File: config.mk
export PLATFORM = sky130hd
export DESIGN_NAME = autocorr_pitch_picker_flat
export DESIGN_NICKNAME = d
export VERILOG_FILES = /design/src/rtl/autocorr_pkg.sv /design/src/rtl/autocorr_pitch_picker_if.sv /design/src/rtl/autocorr_pitch_picker_running_max.sv /design/src/rtl/autocorr_pitch_picker.sv /design/src/flat_wrapper.sv
export SDC_FILE = /design/constraint.sdc
export NUM_CORES = 1
export LEC_CHECK = 0
export CAP_MARGIN = 20
export CORE_MARGIN = 2
export CORE_UTILIZATION = 25
export DETAILED_ROUTE_END_ITERATION = 8
export GPL_TIMING_DRIVEN = 0
export PLACE_DENSITY_LB_ADDON = 0.05
export SYNTH_ARGS = -nofsm -noshare
export SYNTH_HDL_FRONTEND = slang
export SYNTH_SLANG_ARGS = --single-unit
File: constraint.sdc
create_clock -name Clk -period 7.4 [get_ports Clk]
set_clock_uncertainty 0.2 [all_clocks]
set_input_delay 1.85 -clock Clk [delete_from_list [all_inputs] [get_ports Clk]]
set_output_delay 1.85 -clock Clk [all_outputs]
set_load 0.02 [all_outputs]
File: src/rtl/autocorr_pkg.sv
// Shared constants and types for the autocorrelation stage and its consumers.
package autocorr_pkg;

  localparam int N_SAMPLES  = 480;
  localparam int ACC_W      = 71;
  localparam int CENTER_IDX = N_SAMPLES - 1;

  typedef logic signed [ACC_W-1:0] acc_t;
  typedef logic [9:0]              lag_t;

  typedef enum logic [2:0] {
    IDLE,
    FETCH_R0,
    SCAN,
    FLUSH,
    DECIDE,
    DONE
  } pick_state_t;

endpackage

File: src/rtl/autocorr_pitch_picker_if.sv
// Bundle for the pitch picker: start/busy/done handshake, result-array
// read port and the pitch results. The master side is the picker.
interface autocorr_pitch_picker_if;
  import autocorr_pkg::*;

  logic start;
  logic busy;
  logic done;
  logic rd_en;
  lag_t rd_addr;
  acc_t rd_data;
  lag_t peak_lag;
  acc_t peak_val;
  acc_t r0_val;
  logic voiced;

  modport master (
    input  start, rd_data,
    output busy, done, rd_en, rd_addr, peak_lag, peak_val, r0_val, voiced
  );

  modport slave (
    output start, rd_data,
    input  busy, done, rd_en, rd_addr, peak_lag, peak_val, r0_val, voiced
  );

endinterface

File: src/rtl/autocorr_pitch_picker_running_max.sv
// Signed running-maximum register with a tag. The first valid sample of a
// run always loads; later samples replace it only when strictly greater, so
// ties keep the earliest tag. Also usable as a peak-hold meter.
module autocorr_pitch_picker_running_max
  import autocorr_pkg::*;
(
  input  logic clk,
  input  logic load_first,
  input  logic valid,
  input  acc_t value,
  input  lag_t tag,
  output acc_t max_val,
  output lag_t max_tag
);

  // Load on the first sample of a run or on a strictly larger value
  always_ff @(posedge clk) begin
    if (valid && (load_first || (value > max_val))) begin
      max_val <= value;
      max_tag <= tag;
    end
  end

endmodule

File: src/rtl/autocorr_pitch_picker.sv
// Pitch picker: reads R[0] and R[MIN_LAG..MAX_LAG] from the autocorrelation
// result array, tracks the largest lag value and makes a voiced decision
// from the ratio of that peak to the zero-lag energy.
module autocorr_pitch_picker
  import autocorr_pkg::*;
#(
  parameter int MIN_LAG    = 20,
  parameter int MAX_LAG    = 400,
  parameter int THRESH_NUM = 3
) (
  input logic                     Clk,
  input logic                     Reset_n,
  autocorr_pitch_picker_if.master bus
);

  localparam lag_t SCAN_LAST  = lag_t'(MAX_LAG - MIN_LAG);
  localparam lag_t ADDR_R0    = lag_t'(CENTER_IDX);
  localparam lag_t ADDR_FIRST = lag_t'(CENTER_IDX + MIN_LAG);
  localparam lag_t LAG_FIRST  = lag_t'(MIN_LAG);
  localparam int   WIDE_W     = ACC_W + 4;

  typedef logic signed [WIDE_W-1:0] wide_t;

  localparam wide_t THRESH_W = wide_t'(THRESH_NUM);

  // Sign-extend into the headroom width so 8*x cannot overflow
  function automatic wide_t widen(acc_t v);
    wide_t w;
    w = wide_t'(v);
    return w;
  endfunction

  function automatic wide_t times8(acc_t v);
    return widen(v) <<< 3;
  endfunction

  function automatic wide_t times_thresh(acc_t v);
    return widen(v) * THRESH_W;
  endfunction

  // Voiced only with positive energy and peak/R0 >= THRESH_NUM/8 (inclusive)
  function automatic logic is_voiced(acc_t pk, acc_t r0);
    logic r0_pos;
    r0_pos = !r0[ACC_W-1] && (r0 != '0);
    return r0_pos && (times8(pk) >= times_thresh(r0));
  endfunction

  pick_state_t state;
  pick_state_t state_nxt;
  lag_t        scan_cnt;

  logic        fetch_vld_p0;
  logic        scan_vld_p0;
  logic        first_p0;
  lag_t        tag_p0;

  acc_t        r0_p1;
  acc_t        max_val;
  lag_t        max_tag;

  // State register
  always_ff @(posedge Clk or negedge Reset_n) begin
    if (!Reset_n) state <= IDLE;
    else          state <= state_nxt;
  end

  // Next-state: start only honoured in IDLE, scan length fixed by the window
  always_comb begin
    state_nxt = state;
    case (state)
      IDLE:     if (bus.start) state_nxt = FETCH_R0;
      FETCH_R0: state_nxt = SCAN;
      SCAN:     if (scan_cnt == SCAN_LAST) state_nxt = FLUSH;
      FLUSH:    state_nxt = DECIDE;
      DECIDE:   state_nxt = DONE;
      DONE:     state_nxt = IDLE;
      default:  state_nxt = IDLE;
    endcase
  end

  // State-decoded control outputs
  always_comb begin
    bus.rd_en = (state == FETCH_R0) || (state == SCAN);
    bus.busy  = (state == FETCH_R0) || (state == SCAN) ||
                (state == FLUSH)    || (state == DECIDE);
    bus.done  = (state == DONE);
  end

  // Read address and scan index; address holds while reads are idle
  always_ff @(posedge Clk or negedge Reset_n) begin
    if (!Reset_n) begin
      scan_cnt    <= '0;
      bus.rd_addr <= '0;
    end else begin
      case (state)
        IDLE: begin
          if (bus.start) bus.rd_addr <= ADDR_R0;
        end
        FETCH_R0: begin
          scan_cnt    <= '0;
          bus.rd_addr <= ADDR_FIRST;
        end
        SCAN: begin
          if (scan_cnt != SCAN_LAST) begin
            scan_cnt    <= scan_cnt + 10'd1;
            bus.rd_addr <= bus.rd_addr + 10'd1;
          end
        end
        default: ;
      endcase
    end
  end

  // Stage p0: rd_data arrives one cycle after the read; mark what it is
  always_ff @(posedge Clk or negedge Reset_n) begin
    if (!Reset_n) begin
      fetch_vld_p0 <= 1'b0;
      scan_vld_p0  <= 1'b0;
      first_p0     <= 1'b0;
    end else begin
      fetch_vld_p0 <= (state == FETCH_R0);
      scan_vld_p0  <= (state == SCAN);
      first_p0     <= (state == SCAN) && (scan_cnt == '0);
    end
  end

  // Stage p0: lag tag travelling with the returning data
  always_ff @(posedge Clk) begin
    tag_p0 <= LAG_FIRST + scan_cnt;
  end

  // Stage p1: hold zero-lag energy for the decision
  always_ff @(posedge Clk) begin
    if (fetch_vld_p0) r0_p1 <= bus.rd_data;
  end

  autocorr_pitch_picker_running_max u_running_max (
    .clk        (Clk),
    .load_first (first_p0),
    .valid      (scan_vld_p0),
    .value      (bus.rd_data),
    .tag        (tag_p0),
    .max_val    (max_val),
    .max_tag    (max_tag)
  );

  // Result registers: updated once per block in DECIDE, held otherwise
  always_ff @(posedge Clk or negedge Reset_n) begin
    if (!Reset_n) begin
      bus.peak_lag <= '0;
      bus.peak_val <= '0;
      bus.r0_val   <= '0;
      bus.voiced   <= 1'b0;
    end else if (state == DECIDE) begin
      bus.peak_lag <= max_tag;
      bus.peak_val <= max_val;
      bus.r0_val   <= r0_p1;
      bus.voiced   <= is_voiced(max_val, r0_p1);
    end
  end

endmodule

File: src/flat_wrapper.sv
// flat-port wrapper written by rule: the top's interface ports become plain ports
module autocorr_pitch_picker_flat import autocorr_pkg::*;
#(
  parameter int MIN_LAG    = 20,
  parameter int MAX_LAG    = 400,
  parameter int THRESH_NUM = 3
)
  (Clk, Reset_n, bus_start, bus_rd_data, bus_busy, bus_done, bus_rd_en, bus_rd_addr, bus_peak_lag, bus_peak_val, bus_r0_val, bus_voiced);
  autocorr_pitch_picker_if bus_i ();
  input logic Clk;
  input logic Reset_n;
  input wire logic [$bits(bus_i.start)-1:0] bus_start;
  input wire logic [$bits(bus_i.rd_data)-1:0] bus_rd_data;
  output wire logic [$bits(bus_i.busy)-1:0] bus_busy;
  output wire logic [$bits(bus_i.done)-1:0] bus_done;
  output wire logic [$bits(bus_i.rd_en)-1:0] bus_rd_en;
  output wire logic [$bits(bus_i.rd_addr)-1:0] bus_rd_addr;
  output wire logic [$bits(bus_i.peak_lag)-1:0] bus_peak_lag;
  output wire logic [$bits(bus_i.peak_val)-1:0] bus_peak_val;
  output wire logic [$bits(bus_i.r0_val)-1:0] bus_r0_val;
  output wire logic [$bits(bus_i.voiced)-1:0] bus_voiced;
  assign bus_i.start = bus_start;
  assign bus_i.rd_data = bus_rd_data;
  assign bus_busy = bus_i.busy;
  assign bus_done = bus_i.done;
  assign bus_rd_en = bus_i.rd_en;
  assign bus_rd_addr = bus_i.rd_addr;
  assign bus_peak_lag = bus_i.peak_lag;
  assign bus_peak_val = bus_i.peak_val;
  assign bus_r0_val = bus_i.r0_val;
  assign bus_voiced = bus_i.voiced;
  autocorr_pitch_picker #(.MIN_LAG(MIN_LAG), .MAX_LAG(MAX_LAG), .THRESH_NUM(THRESH_NUM)) u_core (.Clk(Clk), .Reset_n(Reset_n), .bus(bus_i));
endmodule
### Yosys cells after proc, flatten, opt, wreduce, memory -nomap -nowiden

Index checks and enable logic that the tools add are counted.

* register bits after elaboration: 341
* input bits: 74
* output and inout bits: 166
* logic and storage cells: 55

* add/subtract/negate cells: 3
* multiply operators: 1
* order comparisons: 2
* equality and inequality tests: 10
* mux-type cells: 8
* reductions and logical operators: 17

Operators by type and width (count)
* 74-bit greater-or-equal comparator: 1
* 71-bit by 3-bit multiplier with 74-bit output (second input constant): 1
* 71-bit greater-than comparator: 1
* 71-bit nonzero test: 1
* 10-bit two-way mux: 3
* 10-bit one-hot mux with 3 select lines: 1
* 10-bit by 1-bit adder with 10-bit output (second input constant): 2
* 10-bit one-hot mux with 2 select lines: 1
* 3-bit one-hot mux with 5 select lines: 1
* 5-bit by 10-bit adder with 10-bit output (first input constant): 1
* 10-bit by 9-bit == test with 1-bit output (second input constant): 1
* 10-bit logical NOT: 1
* 10-bit by 9-bit inequality test with 1-bit output (second input constant): 1
* 3-bit by 2-bit == test with 1-bit output (second input constant): 2
* 3-bit == test (second input constant): 2
* 3-bit two-way mux: 2
* 1-bit logical AND: 4
* 1-bit logical OR: 4
* 2-bit inequality test (second input constant): 2
* 2-bit AND reduction: 2
* 3-bit by 1-bit == test with 1-bit output (second input constant): 1
* 3-bit logical NOT: 1
* 3-bit AND reduction: 1
* 3-bit nonzero test: 1
* 3 further kinds: 3

### Longest topological paths before layout

Gate-level depths: netlist of the first run.

* word-level depth: 4
* mapped depth: 25
* mapped depth without buffers: 25

### Modules after synthesis

A second synthesis of the first run with hierarchy kept.

* cell total of the unflattened synthesis: 2131
* area total of the unflattened synthesis: 20976.4 sq um

Modules (own cells, without submodules)
* autocorr_pitch_picker: instances 1, cells an instance 1791, area each 16686.0 sq um, sequential area each 6811.5 sq um
* autocorr_pitch_picker_running_max: instances 1, cells an instance 340, area each 4290.4 sq um, sequential area each 2432.3 sq um

### Worst setup path before layout of the first run

No wires, ideal clock.

* kind: input to register
* start point: input bus_rd_data[48]
* end point: register u_core.u_running_max.max_tag[0], enable pin
* setup time: 0.455 ns
* arrival time: 5.526 ns
* required time: 6.745 ns
* slack: 1.219 ns
* stages: 11
* buffers on the path: 0
* cell sequence: ha_1 -> a21o_1 -> a21o_1 -> a21o_1 -> a21o_1 -> a211oi_1 -> o21ai_0 -> a21oi_1 -> o31ai_1 -> a21oi_1 -> o41a_1

* cells in the longest elaborated chain, start to end: 3

RTL lines
* start: declaration: line flat_wrapper.sv:13 `input wire logic [$bits(bus_i.rd_data)-1:0] bus_rd_data;`
* 71-bit greater-than comparator: line autocorr_pitch_picker_running_max.sv:18 `if (valid && (load_first || (value > max_val))) begin`
* 1-bit logical OR: line autocorr_pitch_picker_running_max.sv:18
* 1-bit logical AND: line autocorr_pitch_picker_running_max.sv:18
* end signal: assignment: line autocorr_pitch_picker_running_max.sv:20 `max_tag <= tag;`
* end: declaration: line autocorr_pitch_picker_running_max.sv:13 `output lag_t max_tag`

No other way between the ends.
A chain may end at the register's enable or synchronous reset.

### Worst setup path after layout of the first run

* start point: register u_core.r0_p1[40]
* end point: register u_core.bus.voiced

* cells in the longest elaborated chain, start to end: 3
* elaborated cells between the ends (all ways): 5
* classes of those cells: mul (1); order compare (1); reduce/logical (3)

RTL lines
* start: declaration: line autocorr_pitch_picker.sv:57 `acc_t r0_p1;`
* start signal: assignment: line autocorr_pitch_picker.sv:134 `if (fetch_vld_p0) r0_p1 <= bus.rd_data;`
* 71-bit by 3-bit multiplier with 74-bit output / 71-bit nonzero test (equally long branches): line autocorr_pitch_picker.sv:38, autocorr_pitch_picker.sv:44
* 74-bit greater-or-equal comparator / 1-bit logical AND (equally long branches): line autocorr_pitch_picker.sv:45, autocorr_pitch_picker.sv:44
* 1-bit logical AND (*): line autocorr_pitch_picker.sv:45 `return r0_pos && (times8(pk) >= times_thresh(r0));`
* end signal: assignment: line autocorr_pitch_picker.sv:158 `bus.voiced <= is_voiced(max_val, r0_p1);`
* end: declaration: line autocorr_pitch_picker_if.sv:19 `output busy, done, rd_en, rd_addr, peak_lag, peak_val, r0_val, voiced`

Mark *: on every way between the ends. The rest lies on a longest branch, timed or not.

==> key figures, run 1 <==
Logic synthesis
  – Top post-synthesis cells by area: edfxtp_1 (22%), dfrtp_1 (22%), ha_1 (19%)
  – Prevailing post-synth register cell: dfrtp_1
  – Post-synth top area share: 22.09%
  – Yosys warns: 0
  – Count leader, synth: ha_1
  – Asr flop ratio synth: a little over half
  – Flops & latches, synth: 341
  – Synth cell count leaders: ha_1 (319), nand2_1 (256), o21ai_0 (219)
  – Syn nets: approximately 2400
  – Post-Syn Area per Cell: 10.08 µm²
  – Mapped cell area: 20670 µm²
  – Post-synth cell types: 69
  – EDFF count, synth: 152
  – Register area share after synthesis: 44.73%
  – Leading area contributor after synthesis: edfxtp_1
  – Post-Synthesis Cells: ~2100

Critical path
  – Critical path's top delay family: compound AO/OA/AOI/OAI gates
  – Critical path launch point type: flop
  – Worst endpoint data arrival time: 7.18 ns
  – Critical Path Sink Type: flop
  – Required time worst endpoint: 7.68 ns
  – Critical Path Slowest Stage Cell: a221oi_1
  – Crit path max fanout: 8
  – Largest stage delay, worst path: 0.62 ns
  – Setup Crit Path Kind: reg2reg
  – Buf+Inv Stages, Crit Path: 2

Clock tree
  – Quantity of gates resized following cts: 0
  – Clk root buf: clkbuf_16
  – Hold_buf cts: 0
  – Clock slew at reported path FFs: 0.07 ns
  – CTS H-tree depth: 2
  – Clock buffer count from CTS: 45
  – Worst skew pair latency: 0.60 ns
  – CTS tree: yes
  – Post-CTS setup buffers: 0
  – Clock sinks: 341
  – CTS max path bufs: 3

Global routing
  – Vias in the first global route: approximately 17000
  – Initial antenna violation count: 4
  – GR met2 Demand/Resource: 26.66%
  – GRT overflow: 0
  – Global-route wire length before repair: about 110000 µm
  – Met3 Use GR: 3.894%
  – Most Crowded Layer GR: met2
  – Routing usage on met1: between 20 and 25%
  – Overall Global Routing Usage: around 17%
  – Largest net degree at the start of global routing: 92

Status
  – Status: complete, no violations

Layout
  – Non-Filler Instances: ~3500
  – N_diodes: 0
  – Sequential cell area: 9248 µm²
  – Area Growth Syn to Fin: 25.82%
  – Layout fillers: between 8000 and 9000
  – Fin util: 31.72%
  – Share of layout cells above drive strength 1: 4.326%
  – Nets: approximately 2700
  – Multi-input combinational cell area: 10540 µm²

Routing
  – DRT Wirelength: around 70000 µm
  – Via count: ~16000
  – Drt wl/cell: approximately 20 µm
  – Routed Antenna Nets: 0
  – DRC Markers: 0
  – Vias/cell: 4.663
  – Initial DRC count: 700
  – Detailed Routing Iterations Pass 1: 6

Power and ir drop
  – P_leak: 11.54 nW
  – Maximum vdd drop: 0.0001993 V
  – Pwr Total: about 12 mW
  – Pwr Density: 467.6 nW/µm²

Floorplanning
  – Core area: 81980 µm²
  – Die area: 84980 µm²
  – Die H: 291.5 µm
  – Initial Util: between 20% and 30%
  – Row count: between 100 and 150
  – Die outline width: 291.5 µm
  – IO Pins: 240

Timing
  – Final Slew Violations: 0
  – Fin crit share: between 90 and 100%
  – Slew HR: 42.60%
  – RSZ-0062 raised after global routing: false
  – FMAX: 0.1450 GHz
  – Setup Viol. Count Final: 0
  – Fin. Hold Viols: 0
  – Fin Setup TNS: 0 ns
  – Crit path time final: 6.899 ns
  – Worst slew pin tran: 0.8609 ns

Job
  – Max-cap violations: 0

Placed design
  – Port Buffer Count: 239
  – Placed cells: 3367
  – Detailed placement HPWL: 56480 µm
  – Placer congestion estimate: 0.8194

Hold path
  – Worst Hold Class: reg2reg
==> flip-flops by register name, summed over array words and instances, names as in the netlist, 10 cells and up <==
register                      cells
u_core.bus.peak_lag              10
u_core.bus.peak_val              71
u_core.bus.r0_val                71
u_core.bus.rd_addr               10
u_core.r0_p1                     71
u_core.scan_cnt                  10
u_core.tag_p0                    10
u_core.u_running_max.max_tag     10
u_core.u_running_max.max_val     71
==> routing by layer <==
layer / share of wire [%] / vias up
met3: 5.1 / 71
li1: - / 7935
met1: 48 / 7822
met5: 0.054 / -
met4: 1.7 / 6
met2: 45 / 257
==> layout by cell type (no fill, tap or decap), types with 74 or more instances in the layout <==
cell type,count
ha_1,319
nand2_1,256
clkdlybuf4s50_1,238
o21ai_0,219
dfrtp_1,178
inv_1,174
edfxtp_1,152
a21oi_1,135
a21o_1,76
clkbuf_1,74
==> path summary, 6_finish.rpt <==
path | startpoint | endpoint | slack, ns | cells after the start
worst max-delay path | u_core.r0_p1[40] | u_core.bus.voiced | 0.50 | 25
worst min-delay path | u_core.tag_p0[1] | u_core.u_running_max.max_tag[1] | 0.20 | 0
worst max register to register | u_core.r0_p1[40] | u_core.bus.voiced | 0.50 | 25
worst min register to register | u_core.tag_p0[1] | u_core.u_running_max.max_tag[1] | 0.20 | 0
max in group asynchronous | Reset_n | u_core.fetch_vld_p0 | 4.91 | 2
min in group asynchronous | Reset_n | u_core.bus.r0_val[30] | 1.04 | 1
==> stage by stage <==
step                setup WS (ns)  instance area [µm²]  hold WS [ns]
floorplan                   1.219                20670        0.1710
global placement           -4.245                24400        0.1896
detailed placement         0.1884                24540        0.1887
CTS                        0.1817                25980        0.2002
global route              0.03109                26000        0.2097
finish                     0.5011                26000        0.1996
==> cells by family (layout without fill, tap and decap cells) <==
family / count (synthesis) / in the layout / share of synthesized area (%)
AOI/OAI and AO/OA: 537 / 537 / 15.94
buffers and inverters: 241 / 571 / 4.383
xor gates and xnor gates: 84 / 84 / 3.560
DFF: 341 / 341 / 44.73
adders and majority gates: 320 / 320 / 19.41
and+or+nand+nor: 526 / 526 / 11.88
muxes: 2 / 2 / 0.1029
==> layout make-up <==
type                    count  area share (%)
multi-input cells        1469           40.52
flip-flops and latches    341           35.56
repair buffers            246           9.739
well taps                1070           5.149
clock buffers              61           4.677
inverters                 174           2.512
plain buffers              67          0.9816
clock inverters            23          0.8565
==> report_power, final <==
group | switching (mW) | internal [mW] | leakage (nW)
sequential | 0.499 | 2.72 | 3.72
combinational | 4.06 | 2.70 | 7.12
clock | 0.910 | 1.27 | 0.699
total | 5.47 | 6.69 | 11.5
Note: power is estimated with default switching activity, not from simulation.
==> inputs of run 2 (changes only) <==
Settings changed: CORE_UTILIZATION 25 to 50.
==> run 2 against run 1 <==
- critical path depth is the same
- register-to-register slack lost 0.13 ns
- final area shrank 3.3%
- largest power group unchanged
- global-route usage grew 10 points
- fmax shrank 1.8%
- hold slack lost 0.0032 ns
- critical path type unchanged
==> key figures, run 2 (synthesis gave the netlist of run 1 again) <==
Status
  – Status: complete, no violations

Power and ir drop
  – P_leak: 11.45 nW (-0.76%)
  – Pwr Total: 11.71 mW (-3.7%)
  – Maximum vdd drop: 0.0003016 V (+51%)
  – Pwr Density: 466.0 nW/µm² (-0.33%)

Timing
  – FMAX: 0.1423 GHz (-1.8%)
  – Fin crit share: 94.95% (+1.7 points)
  – Fin. Hold Viols: 0 (unchanged)
  – Final Slew Violations: 0 (unchanged)
  – Crit path time final: 7.026 ns (+0.1273 ns)
  – Worst slew pin tran: 0.9661 ns (+0.1051 ns)
  – Setup Viol. Count Final: 0 (unchanged)
  – RSZ-0062 raised after global routing: false
  – Slew HR: 35.00% (-7.6 points)
  – Fin Setup TNS: 0 ns (unchanged)

Layout
  – Commonest non-fill, non-tap cell in the layout: ha_1
  – Area Growth Syn to Fin: 21.61%
  – Share of layout cells above drive strength 1: 4.012% (-0.31 points)
  – Final instance area: 25130 µm² (-3.3%)
  – Most frequent cells in the layout: ha_1 (319), nand2_1 (256), clkdlybuf4s50_1 (238), o21ai_0 (219), dfrtp_1 (178)
  – Nets: 2732 (-0.22%)

Critical path
  – Crit path max fanout: 6 (-2)
  – Critical Path Sink Type: flop
  – FF-to-FF path depth: 25 (unchanged)
  – Capturing point of the worst reg2reg path: u_core.bus.voiced
  – R2r setup slk: 0.37 ns (-0.13 ns)
  – Required time worst endpoint: 7.64 ns (-0.04 ns)
  – Critical path launch point type: flop
  – Worst endpoint data arrival time: 7.26 ns (+0.08 ns)
  – Setup Crit Path Kind: reg2reg
  – R2R Path Start: u_core.r0_p1[1]

Clock tree
  – CTS max path bufs: 3 (unchanged)
  – Clk root buf: clkbuf_16
  – Worst skew pair latency: 0.57 ns (-0.03 ns)
  – Clock slew at reported path FFs: 0.06 ns (about the same)
  – CTS tree: yes
  – Hold_buf cts: 0 (unchanged)
  – Clock sinks: 341 (unchanged)
  – CTS H-tree depth: 2 (unchanged)
  – Clock buffer count from CTS: 38 (-16%)

Routing
  – DRT Wirelength: 57370 µm (-19%)
  – Detailed Routing Iterations Pass 1: 6 (unchanged)
  – DRC Markers: 0 (unchanged)
  – Initial DRC count: 1123 (+60%)
  – Vias/cell: 5.613 (+20%)
  – Drt wl/cell: 19.78 µm (-3.1%)
  – Routed Antenna Nets: 0 (unchanged)
  – Via count: 16280 (+1.2%)

Global routing
  – Initial antenna violation count: 2 (-2)
  – Global-route wire length before repair: 90800 µm (-15%)
  – GRT overflow: 0 (unchanged)
  – Vias in the first global route: 16190 (-3.6%)
  – Overall Global Routing Usage: 26.66% (+10 points)
  – Largest net degree at the start of global routing: 103 (+12%)

Floorplanning
  – IO Pins: 240 (unchanged)
  – Initial Util: 50.61% (+25 points)
  – Core area: 40830 µm² (-50%)
  – Row count: 74 (-30%)
  – Die area: 42980 µm² (-49%)
  – Die H: 207.3 µm (-29%)
  – Die outline width: 207.3 µm (-29%)

Hold path
  – Cells on Worst Hold Path: 0 (unchanged)
  – Hold Path End: u_core.tag_p0[1]
  – Worst Hold Class: reg2reg
  – Min-delay src: u_core.scan_cnt[1]

Placed design
  – Port Buffer Count: 239 (unchanged)
  – Placer congestion estimate: 0.9037 (+10%)
  – Post-Place Cell Area: 23870 µm² (-2.7%)
  – Detailed placement HPWL: 45700 µm (-19%)

Job
  – Max-cap violations: 0 (unchanged)
[run 2: cell types whose count changed in the layout (fill, tap and decap cells not counted), moves of 2 or more]
| cell | delta |
|---|---|
| buf_8 | +2 |
| clkbuf_1 | -4 |
| clkbuf_16 | -7 |
| clkbuf_2 | -2 |
| clkinv_1 | -3 |
| clkinvlp_4 | +2 |
| inv_4 | +2 |
[run 2: power by group]
group | internal, mW | switching [mW]
sequential | 2.72 | 0.476
clock | 1.08 | 0.805
combinational | 2.71 | 3.92
total | 6.51 | 5.20
[run 2: how the worst max path moves through the flow]
| stage | slack [ns] | to | start |
|---|---|---|---|
| after CTS | 0.17 | u_core.bus.voiced | u_core.r0_p1[45] |
| after floorplan | 1.22 | u_core.u_running_max.max_tag[0] | bus_rd_data[48] |
| after global placement | -3.40 | u_core.bus.peak_val[58] | Reset_n |
| after detailed placement | 0.23 | u_core.bus.voiced | u_core.r0_p1[45] |
| after global routing | 0.03 | u_core.bus.voiced | u_core.r0_p1[1] |
| final | 0.37 | u_core.bus.voiced | u_core.r0_p1[1] |
[run 2: worst max-delay path, cell delays in order, from the launching register on]
cell	delay (ns)
edfxtp_1	0.46
ha_1	0.32
ha_1	0.20
inv_1	0.07
fa_1	0.39
and2b_1	0.24
o2111ai_2	0.18
a2111oi_4	0.44
o311ai_4	0.19
o41ai_4	0.60
a21oi_1	0.22
o21bai_1	0.28
a221oi_1	0.18
o21bai_1	0.21
xnor2_1	0.12
ha_1	0.21
a21o_1	0.15
a21o_1	0.17
a21oi_1	0.13
o21ai_0	0.18
a21o_1	0.30
a221oi_2	0.51
o211ai_1	0.15
o21ai_0	0.46
mux2i_1	0.23
o21ai_0	0.10
[run 2: area by class of cell]
class                      instances  area [µm²]
fill                            3543       15700
buffer                            67       252.7
timing repair buffer             247        2550
antenna                            1       2.502
clock buffer                      47        1005
sequential                       341        9248
tap                              532       665.6
inverter                         174       653.1
clock inverter                    23       226.5
multi-input combinational       1469       10530
[run 2: what timing repair did]
action	in CTS	in global routing
setup buffers	0	0
setup endpoints to repair	0	1
resized for setup	0	2
[run 2: metal layers]
layer	up-vias	track usage [%]	share of wire, %
met2	397	42.57	46
li1	7926	-	-
met1	7889	37.61	46
met3	71	4.312	5.6
met4	0	7.537	2.3
met5	-	0	0
[run 2: stage by stage]
step	setup slack (ns)	hold slack (ns)	utilization, %	instances
floorplan	1.219	0.1710	-	2051
global placement	-3.403	0.1819	58.10	2822
detailed placement	0.2287	0.1852	58.47	2829
CTS	0.1690	0.1987	61.49	2899
global route	0.03323	0.2060	61.55	2900
finish	0.3738	0.1964	61.55	2901
==> inputs of run 3 (changes only) <==
Settings changed: CORE_MARGIN 2 to not set.
==> run 3 against run 2 <==
- clock power hardly changed
- via count is 0.36% higher
- critical path type unchanged
- total power is 0.11% higher
- first-iteration DRC count is 2.7% lower
==> key figures, run 3 (synthesis gave the netlist of run 1 again) <==
Status
  – Status: complete, no violations

Timing
  – RSZ-0062 raised after global routing: false
  – FMAX: 0.1435 GHz (+0.86%)
  – Setup Viol. Count Final: 0 (unchanged)
  – Fin crit share: 94.14% (-0.81 points)
  – Fin. Hold Viols: 0 (unchanged)
  – Final Slew Violations: 0 (unchanged)
  – Hold WS: 0.1924 ns (-0.003931 ns)
  – Crit path time final: 6.966 ns (-0.05985 ns)
  – Worst slew pin tran: 1.001 ns (+0.03496 ns)
  – Fin Setup TNS: 0 ns (unchanged)
  – Slew HR: 32.65% (-2.4 points)

Clock tree
  – Clock buffer count from CTS: 38 (unchanged)
  – Post-CTS setup buffers: 0 (unchanged)
  – CTS tree: yes
  – Hold_buf cts: 0 (unchanged)
  – Clock slew at reported path FFs: 0.06 ns (about the same)
  – Clock sinks: 341 (unchanged)
  – CTS max path bufs: 3 (unchanged)
  – CTS H-tree depth: 2 (unchanged)
  – Worst skew pair latency: 0.58 ns (about the same)
  – Clk root buf: clkbuf_16

Job
  – Max-cap violations: 0 (unchanged)

Power and ir drop
  – Maximum vdd drop: 0.0003448 V (+14%)
  – Pwr Density: 466.5 nW/µm² (about the same)
  – P_leak: 11.45 nW (about the same)

Layout
  – Most frequent cells in the layout: ha_1 (319), nand2_1 (256), clkdlybuf4s50_1 (238), o21ai_0 (219), dfrtp_1 (178)
  – Sequential cell area: 9248 µm² (unchanged)
  – Commonest non-fill, non-tap cell in the layout: ha_1
  – Multi-input combinational cell area: 10520 µm² (about the same)
  – Fin util: 61.56% (about the same)
  – Area Growth Syn to Fin: 21.63% (about the same)
  – Nets: 2731 (-0.037%)
  – Share of layout cells above drive strength 1: 3.760% (-0.25 points)
  – Layout fillers: 3463 (-2.3%)

Global routing
  – Largest net degree at the start of global routing: 105 (+1.9%)
  – GRT overflow: 0 (unchanged)
  – Initial antenna violation count: 2 (unchanged)
  – Global-route wire length before repair: 89920 µm (-0.97%)
  – Vias in the first global route: 16000 (-1.2%)
  – Overall Global Routing Usage: 27.71% (+1.1 points)

Placed design
  – Detailed placement HPWL: 45860 µm (+0.34%)
  – Placer congestion estimate: 0.8997 (-0.44%)
  – Port Buffer Count: 239 (unchanged)

Routing
  – DRC Markers: 0 (unchanged)
  – Drt wl/cell: 19.87 µm (+0.48%)
  – Vias/cell: 5.635 (+0.39%)
  – Detailed Routing Iterations Pass 1: 5 (-1)
  – Routed Antenna Nets: 0 (unchanged)
  – Via count: 16340 (+0.36%)
  – Initial DRC count: 1093 (-2.7%)
  – DRT Wirelength: 57630 µm (+0.44%)

Floorplanning
  – Die area: 42150 µm² (-1.9%)
  – Core area: 40830 µm² (unchanged)
  – Initial Util: 50.61% (unchanged)
  – Die H: 205.3 µm (-0.96%)
  – Row count: 74 (unchanged)
  – Die outline width: 205.3 µm (-0.96%)
  – IO Pins: 240 (unchanged)

Critical path
  – Crit path max fanout: 6 (unchanged)
  – Worst endpoint data arrival time: 7.22 ns (-0.04 ns)
  – Critical path launch point type: flop
  – Critical Path Sink Type: flop
  – Required time worst endpoint: 7.65 ns (about the same)
  – Setup Crit Path Kind: reg2reg

Hold path
  – Worst Hold Class: reg2reg
run 3: per-layer routing:
layer / track usage [%] / routed length (µm) / vias to the layer above
met1: 38.78 / 26870 / 7958
met2: 44.46 / 26480 / 378
met4: 7.646 / 1371 / 0
li1: - / - / 7931
met5: 0 / 0 / -
met3: 4.340 / 2913 / 74
run 3: critical path, cell delays in order (launching register included):
cell       delay [ns]
edfxtp_1         0.45
ha_1             0.31
ha_1             0.18
inv_1            0.06
fa_1             0.40
and2b_1          0.24
o2111ai_2        0.17
a2111oi_4        0.43
o311ai_4         0.19
o41ai_4          0.60
a21oi_1          0.22
o21bai_1         0.28
a221oi_1         0.18
o21bai_1         0.23
xnor2_1          0.13
ha_1             0.20
a21o_1           0.15
a21o_1           0.17
a21oi_1          0.12
o21ai_0          0.17
a21o_1           0.29
a221oi_2         0.46
o211ai_1         0.15
o21ai_0          0.51
mux2i_1          0.24
o21ai_0          0.08
run 3: worst paths after layout:
| kind | from | end | slack [ns] | cells past startpoint |
|---|---|---|---|---|
| max | u_core.r0_p1[1] | u_core.bus.voiced | 0.43 | 25 |
| min | u_core.scan_cnt[1] | u_core.tag_p0[1] | 0.19 | 0 |
| max reg2reg | u_core.r0_p1[1] | u_core.bus.voiced | 0.43 | 25 |
| min reg2reg | u_core.scan_cnt[1] | u_core.tag_p0[1] | 0.19 | 0 |
| max in group asynchronous | Reset_n | u_core.fetch_vld_p0 | 4.98 | 2 |
| min in group asynchronous | Reset_n | u_core.bus.r0_val[21] | 1.02 | 1 |
run 3: what timing repair did:
item                                    in CTS  in global routing
endpoints found under the setup margin       0                  1
endpoints found under the hold margin        0                  0
gates resized for setup                      0                  1
run 3: power breakdown:
group	leakage (nW)	switching, mW	internal [mW]	total [mW]
Combinational	7.12	3.94	2.69	6.63
Sequential	3.72	0.473	2.72	3.19
Clock	0.615	0.811	1.09	1.90
Total	11.5	5.22	6.50	11.7
run 3: final cells by class:
class	instances	area share, %
Timing Repair Buffer	246	10.09
Multi-Input combinational cell	1469	41.87
Antenna cell	1	0.009955
Tap cell	532	2.648
Inverter	174	2.598
Sequential cell	341	36.79
Buffer	67	1.005
Clock buffer	55	4.405
Clock inverter	15	0.5824
run 3: metrics by stage:
stage	total power, mW	setup slack, ns	area [µm²]	std cells
2_1_floorplan	7.394	1.219	20670	2051
3_3_place_gp	9.656	-3.386	23720	2822
3_5_place_dp	9.809	0.2344	23870	2829
4_1_cts	11.78	0.2029	25130	2899
5_1_grt	12.69	0.02831	25140	2900
6_report	11.73	0.4336	25140	2900
